<file path="src/rtl/imm_ext_pipe.sv">
// Registered immediate-extension stage with output register plus one skid entry.
// Optional accept counter enabled by defining IMM_EXT_CNT_EN.
module imm_ext_pipe #(
  parameter int IN_W  = 16,
  parameter int OUT_W = 32
) (
  input  logic             clk,
  input  logic             rst,
  input  logic             in_valid,
  output logic             in_ready,
  input  logic [IN_W-1:0]  in_imm,
  input  logic [1:0]       in_mode,
  output logic             out_valid,
  input  logic             out_ready,
  output logic [OUT_W-1:0] out_data,
  output logic [1:0]       out_mode
`ifdef IMM_EXT_CNT_EN
  ,
  output logic [15:0]      acc_cnt
`endif
);

  if (OUT_W < IN_W + 2) begin : g_width_check
    $error("imm_ext_pipe: OUT_W must be at least IN_W+2");
  end

  function automatic logic [OUT_W-1:0] extend_imm(input logic [IN_W-1:0] imm,
                                                  input logic [1:0]      mode);
    logic [OUT_W-1:0] sext;
    sext = {{(OUT_W-IN_W){imm[IN_W-1]}}, imm};
    case (mode)
      2'b00:   extend_imm = {{(OUT_W-IN_W){1'b0}}, imm};
      2'b01:   extend_imm = sext;
      2'b10:   extend_imm = {imm, {(OUT_W-IN_W){1'b0}}};
      2'b11:   extend_imm = {sext[OUT_W-3:0], 2'b00};
      default: extend_imm = sext;
    endcase
  endfunction

  logic             or_valid_q, or_valid_d;
  logic [OUT_W-1:0] or_data_q,  or_data_d;
  logic [1:0]       or_mode_q,  or_mode_d;
  logic             sk_valid_q, sk_valid_d;
  logic [OUT_W-1:0] sk_data_q,  sk_data_d;
  logic [1:0]       sk_mode_q,  sk_mode_d;
  logic [OUT_W-1:0] ext_s;
  logic             accept_s;
  logic             take_s;

  assign ext_s    = extend_imm(in_imm, in_mode);
  assign accept_s = in_valid & ~sk_valid_q;
  assign take_s   = or_valid_q & out_ready;

  // Skid steering: SK only fills when OR is held, and drains into OR on take.
  always_comb begin
    or_valid_d = or_valid_q;
    or_data_d  = or_data_q;
    or_mode_d  = or_mode_q;
    sk_valid_d = sk_valid_q;
    sk_data_d  = sk_data_q;
    sk_mode_d  = sk_mode_q;
    if (!or_valid_q) begin
      if (accept_s) begin
        or_valid_d = 1'b1;
        or_data_d  = ext_s;
        or_mode_d  = in_mode;
      end else begin
        or_valid_d = 1'b0;
      end
    end else if (!sk_valid_q) begin
      if (take_s && accept_s) begin
        or_data_d = ext_s;
        or_mode_d = in_mode;
      end else if (take_s) begin
        or_valid_d = 1'b0;
      end else if (accept_s) begin
        sk_valid_d = 1'b1;
        sk_data_d  = ext_s;
        sk_mode_d  = in_mode;
      end else begin
        or_valid_d = 1'b1;
      end
    end else begin
      if (take_s) begin
        or_data_d  = sk_data_q;
        or_mode_d  = sk_mode_q;
        sk_valid_d = 1'b0;
      end else begin
        sk_valid_d = 1'b1;
      end
    end
  end

  // Storage registers; reset discards everything in flight.
  always_ff @(posedge clk) begin
    if (rst) begin
      or_valid_q <= 1'b0;
      or_data_q  <= {OUT_W{1'b0}};
      or_mode_q  <= 2'b00;
      sk_valid_q <= 1'b0;
      sk_data_q  <= {OUT_W{1'b0}};
      sk_mode_q  <= 2'b00;
    end else begin
      or_valid_q <= or_valid_d;
      or_data_q  <= or_data_d;
      or_mode_q  <= or_mode_d;
      sk_valid_q <= sk_valid_d;
      sk_data_q  <= sk_data_d;
      sk_mode_q  <= sk_mode_d;
    end
  end

  assign in_ready  = ~sk_valid_q;
  assign out_valid = or_valid_q;
  assign out_data  = or_data_q;
  assign out_mode  = or_mode_q;

`ifdef IMM_EXT_CNT_EN
  logic [15:0] cnt_q, cnt_d;

  always_comb begin
    if (accept_s && (cnt_q != 16'hFFFF)) begin
      cnt_d = cnt_q + 16'd1;
    end else begin
      cnt_d = cnt_q;
    end
  end

  // Saturating accept counter.
  always_ff @(posedge clk) begin
    if (rst) begin
      cnt_q <= 16'd0;
    end else begin
      cnt_q <= cnt_d;
    end
  end

  assign acc_cnt = cnt_q;
`endif

endmodule

</file>
<file path="config.mk">
export PLATFORM = sky130hd
export DESIGN_NAME = imm_ext_pipe
export DESIGN_NICKNAME = d
export VERILOG_FILES = /design/src/rtl/imm_ext_pipe.sv
export SDC_FILE = /design/constraint.sdc
export NUM_CORES = 1
export LEC_CHECK = 0
export BUFFER_PORTS_ARGS = -buffer_cell sky130_fd_sc_hd__buf_2
export CORE_ASPECT_RATIO = 0.9
export CORE_MARGIN = 3
export CORE_UTILIZATION = 45
export CTS_CLUSTER_SIZE = 8
export DETAILED_ROUTE_END_ITERATION = 8
export GPL_TIMING_DRIVEN = 0
export PLACE_DENSITY = 0.69
export SYNTH_ARGS = -nofsm -noshare
export SYNTH_HDL_FRONTEND = slang
export SYNTH_SLANG_ARGS = --single-unit
export TNS_END_PERCENT = 10
</file>
<file path="constraint.sdc">
create_clock -name clk -period 1.7 [get_ports clk]
set_input_delay 0.17 -clock clk [delete_from_list [all_inputs] [get_ports clk]]
set_output_delay 0.17 -clock clk [all_outputs]
set_load 0.005 [all_outputs]
</file>
Word-level counts from Yosys, hierarchy flattened
Cells that the tools add are included.

word-level totals
  register bits after elaboration = 70
  input bits = 22
  output and inout port bits = 36
  word-level logic and storage cells = 40

operators by class
  equality and inequality tests = 5
  muxes and demuxes = 19
  bitwise gates (word level) = 5
  reduce and logical (&&, ||, !) cells = 5

operators with widths
  cell                                                  count
  two-way mux 32 bit                                    5
  case mux 32 bit (4 select lines)                      1
  two-way mux 2 bit                                     5
  two-way mux 1 bit                                     8
  AND reduction 5 bit                                   1
  equality test 2 bit (second input constant)           2
  != test 3 x 1 -> 1 bit (second input constant)        1
  != test 3 x 2 -> 1 bit (second input constant)        1
  inverter 1 bit                                        3
  AND reduction 3 bit                                   1
  bitwise AND 1 bit                                     2
  equality test 2 x 1 -> 1 bit (second input constant)  1
  zero test 2 bit                                       1
  nonzero test 2 bit                                    1
  logical AND 1 bit                                     1

Depth between registers and ports, before layout
Gate-level depths: netlist of run 1.

  word-level depth = 6
  depth in mapped cells = 7
  mapped depth without buffers = 3

Worst setup path after synthesis of run 1
Ideal clock, no wire load.

  path type = register to register
  start = register or_valid_q (netlist: out_valid)
  end = register or_data_q[10] (netlist: out_data[10])
  library setup time = 117 ps
  data arrival time = 1408 ps
  required time = 1583 ps
  setup slack = 174 ps
  stages on the path, launching flop included = 8
  buffers on the path = 4
  period minus slack after synthesis = 1526 ps
  cell sequence = dfxtp_1 -> buf_2 -> nand2b_1 -> buf_2 -> and4b_1 -> buf_6 -> buf_6 -> a32o_1

on the way
  longest elaborated chain between the ends = 4
  elaborated cells on any way between the ends = 7
  classes of those cells = eq/ne: 2; mux: 1; bitwise: 1; reduce/logical: 3

RTL lines
  element                                  line  RTL
  from (decl)                              40    logic or_valid_q, or_valid_d;
  from (signal assigned)                   104   or_valid_q <= or_valid_d;
  bitwise AND 1 bit                        52    assign take_s = or_valid_q & out_ready;
  logical AND 1 bit                        71    if (take_s && accept_s) begin
  != test 3 x 1 -> 1 bit (no source line)  n/a
  AND reduction 3 bit (no source line)     n/a
  to (signal assigned)                     98    or_data_q <= {OUT_W{1'b0}};
  to (signal assigned)                     105   or_data_q <= or_data_d;
  to (decl)                                41    logic [OUT_W-1:0] or_data_q, or_data_d;

Parallel ways exist; a longest one is shown, timed or not.
A chain may end at the register's enable or synchronous reset.

Worst setup path after layout of run 1
Same ends and word-level chain as after synthesis.

==> impl_metrics.ini, run 1 <==
[route]
via_per_inst = 5.60
ant_nets = 0
wl_per_cell_um = 16.7
route.vias.total = 2852
postRouteWirelength_um = 8510
route.detailed.drc = 0
firstDrtPassIters = 4
drtIter0Drc = 185

[logic_synthesis]
syn_inst = 344
syn_area_um2 = 3190
ys_types = 33
ys.flop_type = dfxtp_1
syn_nets = 366
ys.warnings.count = 0
synth_top_area_share = 0.439
synthArstFlopShare = 0
synth_top_area_cell = dfxtp_1
synth-seq-cells = 70
synth-edff-count = 0
syn_area_per_cell_um2 = 9.28
yosysSeqAreaShare = 0.439
ys_top_cells_by_area = dfxtp_1, a211oi_1, a32o_1

[timing]
setup_viol = 0
fin_crit_ns = 1.62
fin_crit_sh = 0.955
fmax_ghz = 0.616
relSlewSlack = 0.615
hold_viol_final = 0
clock_skew_ns = 0.00736
tns_ns = 0
rsz0062_at_grt = true
worst_pin_slew_ns = 0.578
finalMaxSlewViolations = 0

[clocking]
path_clk_slew_ns = 0.07
cts_sinks = 70
clockRootBuffer = clkbuf_8
htreeDepth = 3
clock_path_buffers = 2
cts_buffers = 9
clkLatencyLatePin_ns = 0.35
holdBufCountCts = 0
cts_tree = yes

[worst_setup_path]
path_class = reg -> reg
cp_max_fo = 10
r2r_start = out_valid
worstPathArrival_ns = 1.87
start_kind = flip-flop
reg2reg_slack_ns = 0.08
cp-end-kind = flip-flop
r2r.worst_path.cells = 7
worst_r2r_endpoint = out_data[10]
required_ns = 1.95

[worst_hold_path]
hp-start = out_ready
hold_depth = 2
hold_class = in -> reg
min_to = sk_valid_q

[pwr]
power_density_nw_per_um2 = 1030
leakagePower_uw = 0.00162
vdd_drop_max_mv = 0.539

[die]
die_h_um = 85.9
die-area_um2 = 8140
row_count = 28
start_util = 0.475
core_area_um2 = 6730
io_pins = 58
die_w_um = 94.8

[placed_design]
hpwl_um = 6060
placed_area_um2 = 3590
globalplace.congestion = 0.842
numPortBuffers = 56

[global_routing]
grt_pass1_wl_um = 14200
grt_antenna_before_repair = 0
grt_pass1_vias = 2838
grt_util_all_layers = 0.226
grt_overflow = 0
grt_max_degree = 14

[final_layout]
fin_util = 0.578
syn_to_final_growth_pct = 21.9
diodes = 0
final_layout_size_suffix_gt1_frac = 0.255
fin_area_um2 = 3890
final_nets = 436

[outcome]
status = finished, final reports clean

[job]
maxCapViolCount = 0
==> cells in the final DEF, fill, tap and decap left out, drive strengths merged, types with 16 or more instances in the layout <==
master / instances
buf: 79
nand2: 24
dfxtp: 70
a211oi: 29
a21oi: 23
nor2b: 16
nor2: 28
nand2b: 16
clkbuf: 27
==> area by class of cell <==
cell class	count	area [um^2]
Clock buffer	9	124
Inverter	3	11.3
Clock inverter	7	123
Fill cell	637	2840
Tap cell	90	113
Buffer	38	243
Multi-Input combinational cell	233	1570
Sequential cell	70	1400
Timing Repair Buffer	59	303
==> routing by layer <==
layer	track usage	up-vias	share of wire
met2	0.340	73	0.46
met1	0.319	1355	0.48
met5	0	-	0
met3	0.0579	11	0.054
met4	0.0682	0	0.013
li1	-	1413	-
==> through the flow <==
step / hold slack, ns / setup slack [ns] / total power, uW / cells
after floorplan: 0.270 / 0.174 / 2180 / 344
after global placement: 0.409 / -0.0982 / 2370 / 490
after detailed placement: 0.409 / -0.137 / 2390 / 490
after CTS: 0.0329 / 0.0105 / 4020 / 506
after global routing: 0.0438 / -0.00388 / 4180 / 509
final: 0.0424 / 0.0771 / 4010 / 509
==> power breakdown <==
part	internal [uW]	total, uW	switching, uW	leakage (uW)
registers	1740	1780	44.7	0.000572
clock network	978	1650	675	0.000116
logic	269	578	309	0.000929
==> worst max-delay path, cell delays in order, from the launching register on <==
cell and delay, ns:
dfxtp_1 0.31, buf_4 0.16, nand2b_1 0.15, buf_4 0.17
and4b_1 0.21, buf_6 0.15, buf_6 0.15, a32o_1 0.22
==> cell usage after synthesis (2+ instances only) <==
cell,count
a211o_1,14
a211oi_1,29
a21oi_1,23
a22o_1,14
a2bb2oi_1,14
a311oi_1,6
a31oi_1,6
a32o_1,14
and2_1,2
buf_2,10
buf_4,6
buf_6,5
clkbuf_1,16
dfxtp_1,70
inv_1,3
nand2_1,24
nand2b_1,16
nand3b_1,14
nor2_1,28
nor2b_1,16
o211ai_1,2
==> repair_timing <==
| action | CTS | global route |
|---|---|---|
| pin swaps | 0 | 1 |
| buffers inserted | 0 | 3 |
| setup endpoints to repair | 45 | 57 |
| hold endpoints to repair | 0 | 0 |
| cloned | 0 | 0 |
| resized for setup | 5 | 16 |
==> state kept, by name, indices dropped and copies added (netlist names) <==
| signal | count |
|---|---|
| sk_data_q | 32 |
| sk_mode_q | 2 |
| out_valid | 1 |
| out_mode | 2 |
| out_data | 32 |
| sk_valid_q | 1 |
==> worst max-delay path by stage <==
stage / from / to / slack [ns]
after CTS: out_valid / out_data[17] / 0.01
after detailed placement: out_valid / out_data[17] / -0.14
after floorplan: out_valid / out_data[10] / 0.17
after global routing: out_valid / out_data[14] / -0.004
final: out_valid / out_data[10] / 0.08
after global placement: out_valid / out_data[19] / -0.1
==> logic make-up after synthesis <==
family	share of synthesized area
AOI/OAI and AO/OA	0.312
buffers and inverters	0.0709
DFF	0.439
muxes	0.00353
and+or+nand+nor	0.175
Note: power is estimated with default switching activity, not from simulation.
==> inputs of run 2 (changes only) <==
--- a/config.mk
+++ b/config.mk
@@ -6,13 +6,16 @@
 export NUM_CORES = 1
 export LEC_CHECK = 0
 export BUFFER_PORTS_ARGS = -buffer_cell sky130_fd_sc_hd__buf_2
+export CAP_MARGIN = 10
+export CELL_PAD_IN_SITES_DETAIL_PLACEMENT = 2
+export CELL_PAD_IN_SITES_GLOBAL_PLACEMENT = 2
 export CORE_ASPECT_RATIO = 0.9
 export CORE_MARGIN = 3
-export CORE_UTILIZATION = 45
+export CORE_UTILIZATION = 34
 export CTS_CLUSTER_SIZE = 8
 export DETAILED_ROUTE_END_ITERATION = 8
 export GPL_TIMING_DRIVEN = 0
-export PLACE_DENSITY = 0.69
+export PLACE_DENSITY = 0.81
 export SYNTH_ARGS = -nofsm -noshare
 export SYNTH_HDL_FRONTEND = slang
 export SYNTH_SLANG_ARGS = --single-unit
==> constraint.sdc (replaced) <==
create_clock -name clk -period 1.7 [get_ports clk]
set_input_delay 0.17 -clock clk [delete_from_list [all_inputs] [get_ports clk]]
set_output_delay 0.17 -clock clk [all_outputs]
set_load 0.05 [all_outputs]
==> impl_metrics.ini, run 2 (same netlist as run 1, synthesis figures left out) <==
[timing]
worst_pin_slew_ns = 0.674
relSlewSlack = 0.551
fin_crit_ns = 1.64
tns_ns = 0
hold_ws_ns = 0.0698
rsz0062_at_grt = true
finalMaxSlewViolations = 0
clock_skew_ns = 0.00800
fin_crit_sh = 0.965
hold_viol_final = 0
setup_viol = 0
fin_ws_ns = 0.0590
fmax_ghz = 0.609

[placed_design]
numPortBuffers = 56
globalplace.congestion = 0.794
place_ws_ns = -0.231
hpwl_um = 7640
placed_area_um2 = 3620
dp.cells = 519

[clocking]
cts_tree = yes
cts_buffers = 9
cts_sinks = 70
clkLatencyLatePin_ns = 0.34
clockRootBuffer = clkbuf_8
holdBufCountCts = 0
htreeDepth = 3
clock_path_buffers = 2
path_clk_slew_ns = 0.08

[die]
core_area_um2 = 8850
die-area_um2 = 10600
die_h_um = 97.9
die_w_um = 108
start_util = 0.361
io_pins = 58
row_count = 32

[worst_hold_path]
hold_class = in -> reg
hold_depth = 2
hp-start = out_ready

[global_routing]
grt_max_degree = 13
grt_util_all_layers = 0.211
grt_antenna_before_repair = 0
grt_pass1_vias = 3195
grt_overflow = 0
grt_pass1_wl_um = 17500

[worst_setup_path]
worst_path_largest_cell_delay_ns = 0.31
path_buf_inv = 4
r2r.worst_path.cells = 7
cp-end-kind = flip-flop
worstPathArrival_ns = 1.88
crit_chain = buf_6, or2_1, buf_6, and4b_1, buf_6, buf_8, a32o_1
required_ns = 1.93
cp_top_family = buffers and inverters
crit_path_frequent_cell = buf_6
r2r_start = sk_valid_q
cp_max_fo = 10
cp-startpoint = sk_valid_q
crit_slowest_cell = dfxtp_1
path_class = reg -> reg
start_kind = flip-flop
path_depth = 7

[route]
route.detailed.drc = 0
ant_nets = 0
via_per_inst = 5.63
route.vias.total = 3036
firstDrtPassIters = 4
wl_per_cell_um = 21.0
postRouteWirelength_um = 11300
drtIter0Drc = 117

[final_layout]
syn_to_final_growth_pct = 22.8
seqCellArea_um2 = 1400
fill_cells = 969
final_cells = 539
final_nets = 437
fin_area_um2 = 3920
final_layout_size_suffix_gt1_frac = 0.264
final_common_cell = dfxtp_1
mostFrequentLayoutCells = dfxtp_1, buf_2, a211oi_1, nor2_1, nand2_1
diodes = 0
multi_input_area_um2 = 1600

[job]
maxCapViolCount = 0

[pwr]
power_density_nw_per_um2 = 1030
vdd_drop_max_mv = 0.404
leakagePower_uw = 0.00161

[outcome]
status = finished, final reports clean
-- run 2: changes by cell type in the layout (fill, tap and decap cells not counted), sizes merged --
cell and change:
buf +4, clkbuf -3, bufinv -2, clkinv +2
a31oi +1, clkinvlp -1
-- run 2: routing by layer --
metal / GRT usage / up-vias / wire (um)
li1: - / 1428 / -
met2: 0.350 / 55 / 5510
met1: 0.286 / 1544 / 5370
met3: 0.0390 / 9 / 331
met5: 0 / - / 0
met4: 0.0495 / 0 / 78
-- run 2: worst reg2reg max path, stage by stage (launching register included) --
cell and delay [ns]:
dfxtp_1 0.31, buf_6 0.13, or2_1 0.24, buf_6 0.15, and4b_1 0.18, buf_6 0.16
buf_8 0.15, a32o_1 0.21
-- run 2: area by class of cell --
cell class              count  area share
multi-input cells         234       0.408
flip-flops and latches     70       0.358
repair buffers             61      0.0810
plain buffers              36      0.0619
well taps                 119      0.0380
clock buffers              10      0.0351
clock inverters             6      0.0156
inverters                   3     0.00287
-- run 2: metrics by stage --
| stage | utilization | total power (uW) |
|---|---|---|
| 6_report | 0.443 | 4030 |
| 5_1_grt | 0.443 | 4200 |
| 4_1_cts | 0.435 | 4030 |
| 3_5_place_dp | 0.410 | 2650 |
| 3_3_place_gp | 0.410 | 2620 |
| 2_1_floorplan | - | 2410 |
-- run 2: where the power goes --
| group | internal, uW | total [uW] | leakage [uW] | switching, uW |
|---|---|---|---|---|
| Clock | 713 | 1380 | 0.000102 | 664 |
| Combinational | 281 | 857 | 0.000937 | 576 |
| Sequential | 1740 | 1790 | 0.000572 | 54.7 |
| Total | 2730 | 4030 | 0.00161 | 1300 |
-- run 2: worst paths after layout --
check	slack [ns]	to
worst min-delay path	0.07	sk_valid_q
worst max-delay path	0.06	out_data[14]
worst min register to register	0.47	out_data[11]
worst max register to register	0.06	out_data[14]
-- run 2: what timing repair did --
action	in CTS	in global routing
pin swaps	0	1
setup endpoints to repair	47	60
gates cloned	0	1
gates resized for setup	10	16
buffers inserted	0	5
==> inputs of run 3 (changes only) <==
--- a/config.mk
+++ b/config.mk
@@ -15,7 +15,7 @@
 export CTS_CLUSTER_SIZE = 8
 export DETAILED_ROUTE_END_ITERATION = 8
 export GPL_TIMING_DRIVEN = 0
-export PLACE_DENSITY = 0.81
+export PLACE_DENSITY = 0.77
 export SYNTH_ARGS = -nofsm -noshare
 export SYNTH_HDL_FRONTEND = slang
 export SYNTH_SLANG_ARGS = --single-unit
==> impl_metrics.ini, run 3 (same netlist as run 1, synthesis figures left out) <==
[placed_design]
globalplace.congestion = 0.792
dp.cells = 519
placed_area_um2 = 3620
numPortBuffers = 56
hpwl_um = 7800

[pwr]
leakagePower_uw = 0.00159
vdd_drop_max_mv = 0.366
power_density_nw_per_um2 = 1020
total_power_uw = 3940

[die]
die-area_um2 = 10600
row_count = 32
core_area_um2 = 8850
die_h_um = 97.9
die_w_um = 108
start_util = 0.361
io_pins = 58

[clocking]
holdBufCountCts = 0
cts_tree = yes
cts_buffers = 9
htreeDepth = 3
clockRootBuffer = clkbuf_8
path_clk_slew_ns = 0.08
cts_sinks = 70
clkLatencyLatePin_ns = 0.34
clock_path_buffers = 2

[timing]
clock_skew_ns = 0.00649
rsz0062_at_grt = false
fin_crit_ns = 1.63
hold_viol_final = 0
relSlewSlack = 0.594
finalMaxSlewViolations = 0
fin_crit_sh = 0.961
worst_pin_slew_ns = 0.609
setup_viol = 0
fmax_ghz = 0.612

[worst_setup_path]
path_class = reg -> reg
crit_end = out_data[15]
r2r_start = sk_valid_q
worst_r2r_endpoint = out_data[15]
r2r.worst_path.cells = 7
worstPathArrival_ns = 1.87
cp_max_fo = 10
required_ns = 1.94
start_kind = flip-flop
cp-startpoint = sk_valid_q
cp-end-kind = flip-flop
reg2reg_slack_ns = 0.07

[route]
route.detailed.drc = 0
ant_nets = 0
wl_per_cell_um = 19.6
firstDrtPassIters = 4
route.vias.total = 2975
via_per_inst = 5.55
drtIter0Drc = 140
postRouteWirelength_um = 10500

[job]
maxCapViolCount = 0

[final_layout]
mostFrequentLayoutCells = dfxtp_1, buf_2, a211oi_1, nor2_1, nand2_1
syn_to_final_growth_pct = 21.0
final_layout_size_suffix_gt1_frac = 0.257
diodes = 0
fin_area_um2 = 3860
final_nets = 435
final_cells = 536
final_common_cell = dfxtp_1

[global_routing]
grt_util_all_layers = 0.209
grt_max_degree = 13
grt_antenna_before_repair = 0
grt_pass1_vias = 3093
grt_pass1_wl_um = 17200
grt_overflow = 0

[worst_hold_path]
hold_class = in -> reg

[outcome]
status = finished, final reports clean
## run 3: power by group
part,switching [uW],internal [uW]
Combinational,557,272
Sequential,52.0,1740
Clock,652,666
Total,1260,2680
## run 3: how the worst min path moves through the flow
stage | from | end | cells after the start
finish | out_ready | sk_valid_q | 2
global route | out_ready | sk_valid_q | 2
CTS | out_ready | sk_valid_q | 2
detailed placement | out_ready | sk_valid_q | 2
global placement | out_ready | sk_valid_q | 2
floorplan | out_ready | sk_valid_q | 1
## run 3: cell type report
cell class | count | area, um^2
clock inverter | 6 | 63.8
multi-input combinational | 233 | 1580
sequential | 70 | 1400
tap | 119 | 149
timing repair buffer | 59 | 303
inverter | 3 | 11.3
clock buffer | 9 | 124
fill | 1019 | 4980
buffer | 37 | 229
## run 3: what timing repair did
item,in CTS,in global routing
endpoints found under the setup margin,47,59
pin swaps,0,1
resized for setup,9,7
setup buffers,0,3
## run 3: metrics by stage
step                      hold slack (ns)  setup slack (ns)  TNS [ns]  utilization
after floorplan                     0.270            0.0233         0            -
after global placement              0.416            -0.194     -4.42        0.410
after detailed placement            0.430            -0.237     -6.01        0.410
after CTS                          0.0586          0.000846         0        0.433
after global routing               0.0596           0.00210         0        0.437
final                              0.0699            0.0660         0        0.437
## run 3: layer usage
metal / share of wire / global-route usage
met5: 0 / 0
met3: 0.036 / 0.0535
met4: 0.0096 / 0.0437
met2: 0.47 / 0.335
met1: 0.48 / 0.286
## run 3: critical path: stages (launching register included)
cell     delay (ns)
dfxtp_1        0.31
buf_6          0.13
or2_1          0.23
buf_6          0.14
and4b_1        0.18
buf_6          0.16
buf_6          0.15
a32o_1         0.22
